$ cat src/rtl/tour_pkg.sv
// Shared types and constants for the Knight tour command sequencer.
// The command word layout is opcode / heading / argument nibble.
package tour_pkg;

    localparam logic [3:0] OP_CAL  = 4'h2;
    localparam logic [3:0] OP_MOVE = 4'h4;

    localparam logic [7:0] ACK = 8'hA5;

    localparam logic [7:0] NORTH = 8'h00;
    localparam logic [7:0] WEST  = 8'h3F;
    localparam logic [7:0] SOUTH = 8'h7F;
    localparam logic [7:0] EAST  = 8'hBF;

    typedef struct packed {
        logic [3:0] opcode;
        logic [7:0] heading;
        logic [3:0] arg;
    } knight_cmd_t;

    typedef enum logic [1:0] {
        ERR_NONE    = 2'd0,
        ERR_NAK     = 2'd1,
        ERR_RESP_TO = 2'd2,
        ERR_SND_TO  = 2'd3
    } err_code_e;

    typedef enum logic [2:0] {
        ST_IDLE,
        ST_LOAD,
        ST_SEND,
        ST_WAIT_SNT,
        ST_WAIT_RESP,
        ST_DONE,
        ST_ERR
    } state_e;

    typedef enum logic [1:0] {
        TMR_SND,
        TMR_CAL,
        TMR_MOVE
    } tmr_sel_e;

    function automatic int unsigned max3(input int unsigned a, input int unsigned b,
                                         input int unsigned c);
        int unsigned m;
        m = (a > b) ? a : b;
        return (m > c) ? m : c;
    endfunction

endpackage

$ cat src/rtl/seq_timeout_timer.sv
// Shared saturating timeout counter for the send and response waits.
// The expired flag fires on the cycle the count reaches limit-1.
module seq_timeout_timer
    import tour_pkg::*;
#(
    parameter int unsigned SND_TIMEOUT  = 100000,
    parameter int unsigned CAL_TIMEOUT  = 1000000,
    parameter int unsigned MOVE_TIMEOUT = 4000000
) (
    input  logic     clk,
    input  logic     rst_n,
    input  logic     clear_i,
    input  logic     en_i,
    input  tmr_sel_e sel_i,
    output logic     expired_c_o
);

    localparam int unsigned MAX_T = max3(SND_TIMEOUT, CAL_TIMEOUT, MOVE_TIMEOUT);
    localparam int unsigned TW    = $clog2(MAX_T) + 1;

    logic [TW-1:0] cnt_q;
    logic [TW-1:0] cnt_d;
    logic [TW-1:0] limit_c;

    always_comb begin
        limit_c = TW'(MOVE_TIMEOUT - 1);
        case (sel_i)
            TMR_SND:  limit_c = TW'(SND_TIMEOUT - 1);
            TMR_CAL:  limit_c = TW'(CAL_TIMEOUT - 1);
            TMR_MOVE: limit_c = TW'(MOVE_TIMEOUT - 1);
            default:  limit_c = TW'(MOVE_TIMEOUT - 1);
        endcase
    end

    // Saturate at all-ones rather than wrapping back to zero.
    always_comb begin
        cnt_d = cnt_q;
        if (clear_i) begin
            cnt_d = '0;
        end else if (en_i && (cnt_q != '1)) begin
            cnt_d = cnt_q + TW'(1);
        end
    end

    always_ff @(posedge clk or negedge rst_n) begin
        if (!rst_n) begin
            cnt_q <= '0;
        end else begin
            cnt_q <= cnt_d;
        end
    end

    assign expired_c_o = en_i && (cnt_q >= limit_c);

endmodule

$ cat src/rtl/tour_cmd_sequencer.sv
// Plays a stored list of Knight commands to RemoteComm, one at a time,
// waiting for ACK after each and stopping with a coded error on NAK/timeout.
module tour_cmd_sequencer
    import tour_pkg::*;
#(
    parameter int unsigned DEPTH        = 16,
    parameter int unsigned CAL_TIMEOUT  = 1000000,
    parameter int unsigned MOVE_TIMEOUT = 4000000,
    parameter int unsigned SND_TIMEOUT  = 100000
) (
    input  logic                       clk,
    input  logic                       rst_n,
    input  logic                       wr_en_i,
    input  logic [$clog2(DEPTH)-1:0]   wr_addr_i,
    input  logic [15:0]                wr_data_i,
    input  logic [$clog2(DEPTH):0]     num_cmds_i,
    input  logic                       start_i,
    input  logic                       abort_i,
    output logic [15:0]                cmd_o,
    output logic                       snd_cmd_o,
    input  logic                       cmd_snt_i,
    input  logic                       resp_rdy_i,
    input  logic [7:0]                 resp_i,
    output logic                       busy_o,
    output logic                       done_o,
    output logic                       err_o,
    output logic [1:0]                 err_code_o,
    output logic [$clog2(DEPTH)-1:0]   cur_idx_o
);

    localparam int unsigned IW = $clog2(DEPTH);
    localparam int unsigned CW = IW + 1;

    state_e      state_q, state_d;
    knight_cmd_t cmd_q, cmd_d;
    logic        snd_cmd_q, snd_cmd_d;
    logic        busy_q, busy_d;
    logic        done_q, done_d;
    logic        err_q, err_d;
    err_code_e   err_code_q, err_code_d;
    logic [IW-1:0] cur_idx_q, cur_idx_d;
    logic [CW-1:0] count_q, count_d;

    knight_cmd_t mem_q [DEPTH];

    logic     busy_st_c;
    logic     last_c;
    logic     tmr_en_c;
    logic     tmr_clear_c;
    tmr_sel_e tmr_sel_c;
    logic     tmr_expired_c;

    assign busy_st_c = state_q inside {ST_LOAD, ST_SEND, ST_WAIT_SNT, ST_WAIT_RESP};
    assign last_c    = ({1'b0, cur_idx_q} == (count_q - CW'(1)));

    // Command buffer is writable only while playback is not running.
    always_ff @(posedge clk) begin
        if (wr_en_i && !busy_st_c) begin
            mem_q[wr_addr_i] <= knight_cmd_t'(wr_data_i);
        end
    end

    assign tmr_en_c    = (state_q == ST_WAIT_SNT) || (state_q == ST_WAIT_RESP);
    assign tmr_clear_c = !tmr_en_c || ((state_q == ST_WAIT_SNT) && cmd_snt_i);
    assign tmr_sel_c   = (state_q == ST_WAIT_SNT) ? TMR_SND :
                         (cmd_q.opcode == OP_CAL) ? TMR_CAL : TMR_MOVE;

    seq_timeout_timer #(
        .SND_TIMEOUT  (SND_TIMEOUT),
        .CAL_TIMEOUT  (CAL_TIMEOUT),
        .MOVE_TIMEOUT (MOVE_TIMEOUT)
    ) u_timer (
        .clk         (clk),
        .rst_n       (rst_n),
        .clear_i     (tmr_clear_c),
        .en_i        (tmr_en_c),
        .sel_i       (tmr_sel_c),
        .expired_c_o (tmr_expired_c)
    );

    // Next state; a response arriving on the timeout cycle takes precedence.
    always_comb begin
        state_d = state_q;
        unique case (state_q)
            ST_IDLE, ST_DONE, ST_ERR: begin
                if (start_i) begin
                    state_d = (num_cmds_i == '0) ? ST_DONE : ST_LOAD;
                end
            end
            ST_LOAD: state_d = ST_SEND;
            ST_SEND: state_d = ST_WAIT_SNT;
            ST_WAIT_SNT: begin
                if (cmd_snt_i) begin
                    state_d = ST_WAIT_RESP;
                end else if (tmr_expired_c) begin
                    state_d = ST_ERR;
                end
            end
            ST_WAIT_RESP: begin
                if (resp_rdy_i) begin
                    if (resp_i == ACK) begin
                        state_d = last_c ? ST_DONE : ST_LOAD;
                    end else begin
                        state_d = ST_ERR;
                    end
                end else if (tmr_expired_c) begin
                    state_d = ST_ERR;
                end
            end
            default: state_d = ST_IDLE;
        endcase
        if (abort_i && busy_st_c) begin
            state_d = ST_IDLE;
        end
    end

    // Registered outputs derived from the chosen transition.
    always_comb begin
        cmd_d      = cmd_q;
        snd_cmd_d  = (state_d == ST_SEND);
        busy_d     = state_d inside {ST_LOAD, ST_SEND, ST_WAIT_SNT, ST_WAIT_RESP};
        done_d     = done_q;
        err_d      = err_q;
        err_code_d = err_code_q;
        cur_idx_d  = cur_idx_q;
        count_d    = count_q;
        unique case (state_q)
            ST_IDLE, ST_DONE, ST_ERR: begin
                if (start_i) begin
                    count_d    = num_cmds_i;
                    cur_idx_d  = '0;
                    done_d     = (num_cmds_i == '0);
                    err_d      = 1'b0;
                    err_code_d = ERR_NONE;
                end
            end
            ST_LOAD: begin
                if (state_d == ST_SEND) begin
                    cmd_d = mem_q[cur_idx_q];
                end
            end
            ST_WAIT_SNT: begin
                if (state_d == ST_ERR) begin
                    err_d      = 1'b1;
                    err_code_d = ERR_SND_TO;
                end
            end
            ST_WAIT_RESP: begin
                if (state_d == ST_DONE) begin
                    done_d = 1'b1;
                end else if (state_d == ST_LOAD) begin
                    cur_idx_d = cur_idx_q + IW'(1);
                end else if (state_d == ST_ERR) begin
                    err_d      = 1'b1;
                    err_code_d = resp_rdy_i ? ERR_NAK : ERR_RESP_TO;
                end
            end
            default: ;
        endcase
    end

    always_ff @(posedge clk or negedge rst_n) begin
        if (!rst_n) begin
            state_q    <= ST_IDLE;
            cmd_q      <= '0;
            snd_cmd_q  <= 1'b0;
            busy_q     <= 1'b0;
            done_q     <= 1'b0;
            err_q      <= 1'b0;
            err_code_q <= ERR_NONE;
            cur_idx_q  <= '0;
            count_q    <= '0;
        end else begin
            state_q    <= state_d;
            cmd_q      <= cmd_d;
            snd_cmd_q  <= snd_cmd_d;
            busy_q     <= busy_d;
            done_q     <= done_d;
            err_q      <= err_d;
            err_code_q <= err_code_d;
            cur_idx_q  <= cur_idx_d;
            count_q    <= count_d;
        end
    end

    assign cmd_o      = cmd_q;
    assign snd_cmd_o  = snd_cmd_q;
    assign busy_o     = busy_q;
    assign done_o     = done_q;
    assign err_o      = err_q;
    assign err_code_o = err_code_q;
    assign cur_idx_o  = cur_idx_q;

endmodule
$ cat config.mk
export PLATFORM = sky130hd
export DESIGN_NAME = tour_cmd_sequencer
export DESIGN_NICKNAME = d
export VERILOG_FILES = /design/src/rtl/tour_pkg.sv /design/src/rtl/seq_timeout_timer.sv /design/src/rtl/tour_cmd_sequencer.sv
export SDC_FILE = /design/constraint.sdc
export NUM_CORES = 1
export LEC_CHECK = 0
export ABC_AREA = 1
export CORE_UTILIZATION = 31
export CTS_BUF_LIST = sky130_fd_sc_hd__clkbuf_4 sky130_fd_sc_hd__clkbuf_8
export DETAILED_ROUTE_END_ITERATION = 8
export GPL_TIMING_DRIVEN = 1
export PLACE_DENSITY = 0.52
export SYNTH_ARGS = -nofsm -noshare
export SYNTH_HDL_FRONTEND = slang
export SYNTH_SLANG_ARGS = --single-unit
$ cat constraint.sdc
create_clock -name clk -period 7.3 [get_ports clk]
set_input_delay 2.19 -clock clk [delete_from_list [all_inputs] [get_ports clk]]
set_output_delay 2.19 -clock clk [all_outputs]
set_load 0.03 [all_outputs]
==> flow_metrics.py <==
metrics = {
    "floorplanning": {
        "rows": 75,
        "die_w_um": 209,
        "coreArea_um2": 42100,
        "dieArea_um2": 43800,
        "die_h_um": 209,
        "io_pins": 66,
        "start_util": 0.316,
    },
    "cts": {
        "clockBufferDepth": 3,
        "clock_tree.root_cell": "clkbuf_8",
        "cts_resized": 0,
        "cts_buffers": 51,
        "cts-htree-levels": 2,
        "cts_tree": "yes",
        "insertion_delay_ns": 0.59,
        "cts.sinks": 313,
        "postCtsSetupRepairBufs": 0,
        "path_clk_slew_ns": 0.05,
        "cts-hold-fix-buffers": 0,
    },
    "pwr": {
        "max-vdd-ir-drop_uv": 191,
        "switchingPower_mw": 1.80,
        "pwr-share-clk": 0.299,
        "p_int_mw": 3.32,
        "power_density_nw_per_um2": 329,
        "switching_share": 0.352,
        "p_leak_nw": 5.71,
        "p_comb_frac": 0.268,
        "seq_power_share": 0.433,
    },
    "route": {
        "num_vias": 9030,
        "routed.top_layer": "met4",
        "drt-met1-wl_mm": 16.3,
        "drtIter0Drc": 774,
        "antenna_left": 0,
        "wl_met2_mm": 17.4,
        "wire_per_inst_um": 20.4,
        "wirelength_mm": 37.1,
        "viasPerCell": 4.96,
        "drc": 0,
        "wl_met3_mm": 2.13,
        "drt_pass1_iterations": 8,
    },
    "cells_and_area": {
        "drive_gt1_frac": 0.120,
        "fill_cells": 4125,
        "fin_util": 0.369,
        "area_growth_pct": 16.8,
        "nets": 1295,
        "diodes": 0,
    },
    "run_status": {
        "status": "finished clean",
    },
    "grt": {
        "grt_max_degree": 97,
        "grt_pass1_wl_mm": 55.0,
        "grt-ovfl-total": 0,
        "grt_usage": 0.170,
        "antenna_found_initial": 0,
        "grt_pass1_vias": 8854,
    },
    "min_path": {
        "min_from": "cmd_o[3]$_DFFE_PN0P_",
        "worstHoldPathType": "flip-flop to flip-flop",
    },
    "setup_path": {
        "cp-startpoint": "cur_idx_o[0]$_DFFE_PN0P_",
        "crit_family": "flip-flops",
        "r2r-start": "cur_idx_o[0]$_DFFE_PN0P_",
        "crit_type": "flip-flop to output pin",
        "worstPathCellList": "clkdlybuf4s50_1",
        "slowest_delay_ns": 0.94,
        "crit_fanout": 77,
        "crit_required_ns": 5.11,
        "path_buf_inv": 1,
        "cp-start-kind": "flip-flop",
        "cp_data_arrival_time_ns": 2.33,
        "worst_path_max_delay_cell": "dfrtp_4",
        "endpoint_kind": "output pin",
    },
    "yosys": {
        "synth.area.top_cells": "edfxtp_1 58%, dfrtp_1 11%, nand2_1 5.8%",
        "synth_edf_count": 256,
        "synth_ff_type": "edfxtp_1",
        "avgSynthCellArea_um2": 11.4,
        "synth_commonest_cells": "256 x edfxtp_1, 204 x nand2_1, 130 x nor2_1",
        "synthCells": 1164,
        "yosysSeqAreaShare": 0.685,
        "synth-seq-cells": 313,
        "ys_warn_count": 0,
        "synth_top_area_cell": "edfxtp_1",
        "synth_nets": 1220,
        "yosys.area.top_type_share": 0.577,
        "synthDistinctLibCells": 44,
        "synth.most_common_cell": "edfxtp_1",
        "postSynth.asyncResetShare": 0.182,
        "synth_area_um2": 13300,
    },
    "placed_design": {
        "routabilityCongestion": 0.823,
        "dpl.hpwl_mm": 23.6,
        "port-buffer-count": 65,
    },
    "timing": {
        "finClkSkew_ns": 0.0299,
        "fin_crit_ns": 4.52,
        "final.setup.tns_ns": 0,
        "finalHoldViolCount": 0,
        "rsz0062_at_grt": "no",
        "fmax_ghz": 0.221,
        "tightestPinTransition_ns": 1.00,
        "slew_violations": 0,
        "fin_crit_sh": 0.619,
        "setup_viol": 0,
        "relSlewSlack": 0.323,
    },
    "job": {
        "drv_cap": 0,
    },
}
[registers in the layout, indices dropped and copies added (netlist names)]
name / cells
busy_o: 1
cmd_o: 16
count_q: 5
cur_idx_o: 4
done_o: 1
err_code_o: 2
err_o: 1
mem_q: 256
snd_cmd_o: 1
state_q: 3
u_timer.cnt_q: 23
[power groups by stage]
stage          combinational, mW  sequential, mW  clock, mW
2_1_floorplan              0.882            2.27          0
3_3_place_gp                1.38            2.25          0
3_5_place_dp                1.38            2.25          0
4_1_cts                     1.39            2.22       1.57
5_1_grt                     1.52            2.23       1.64
6_report                    1.37            2.22       1.53
[cell type report]
type	instances	area [um2]	share of cell area
multi-input combinational	715	3690	0.237
sequential	313	9120	0.586
inverter	82	309	0.0199
tap	539	674	0.0434
timing repair buffer	76	728	0.0468
clock buffer	73	898	0.0578
clock inverter	22	131	0.00845
[final timing paths]
path	end	slack, ns	cells after the start
max	cur_idx_o[0]	2.78	1
min	cmd_o[3]$_DFFE_PN0P_	0.47	2
max reg2reg	cmd_o[10]$_DFFE_PN0P_	3.63	8
min reg2reg	cmd_o[3]$_DFFE_PN0P_	0.47	2
max in group asynchronous	cur_idx_o[0]$_DFFE_PN0P_	4.95	2
min in group asynchronous	err_code_o[0]$_DFFE_PN0P_	1.76	2
[stage by stage]
step	std cells	cell area (um2)	hold slack (ns)	setup slack, ns	total power, mW
2_1_floorplan	1164	13300	0.463	3.65	3.15
3_3_place_gp	1725	14500	0.464	2.59	3.63
3_5_place_dp	1725	14500	0.466	2.59	3.64
4_1_cts	1820	15500	0.480	2.71	5.17
5_1_grt	1820	15500	0.500	2.66	5.39
6_report	1820	15500	0.474	2.78	5.12
[cells by family (layout without fill, tap and decap cells)]
group / count (synthesis) / count (layout) / share of synthesized area
simple gates: 444 / 444 / 0.143
flops: 313 / 313 / 0.685
compound gates: 246 / 246 / 0.110
buf+inv: 136 / 253 / 0.0414
fa+ha+maj: 16 / 16 / 0.0150
xor+xnor: 9 / 9 / 0.00592
[per-layer routing]
layer	track usage	vias to the layer above
li1	-	4313
met1	0.222	4331
met2	0.277	302
met3	0.0311	84
met4	0.0720	0
met5	0	-
[layout by cell type, fill, tap and decap left out, types with 17 or more instances in the layout]
cell and count:
nor2_1 114, nand3_1 54, nand2_1 204, dfrtp_1 56
nor2_2 19, o221ai_1 18, clkbuf_4 17, inv_1 72
edfxtp_1 256, clkdlybuf4s50_1 64, a21oi_1 57, clkbuf_8 56
o21ai_0 109
(Power assumes the default switching activity.)
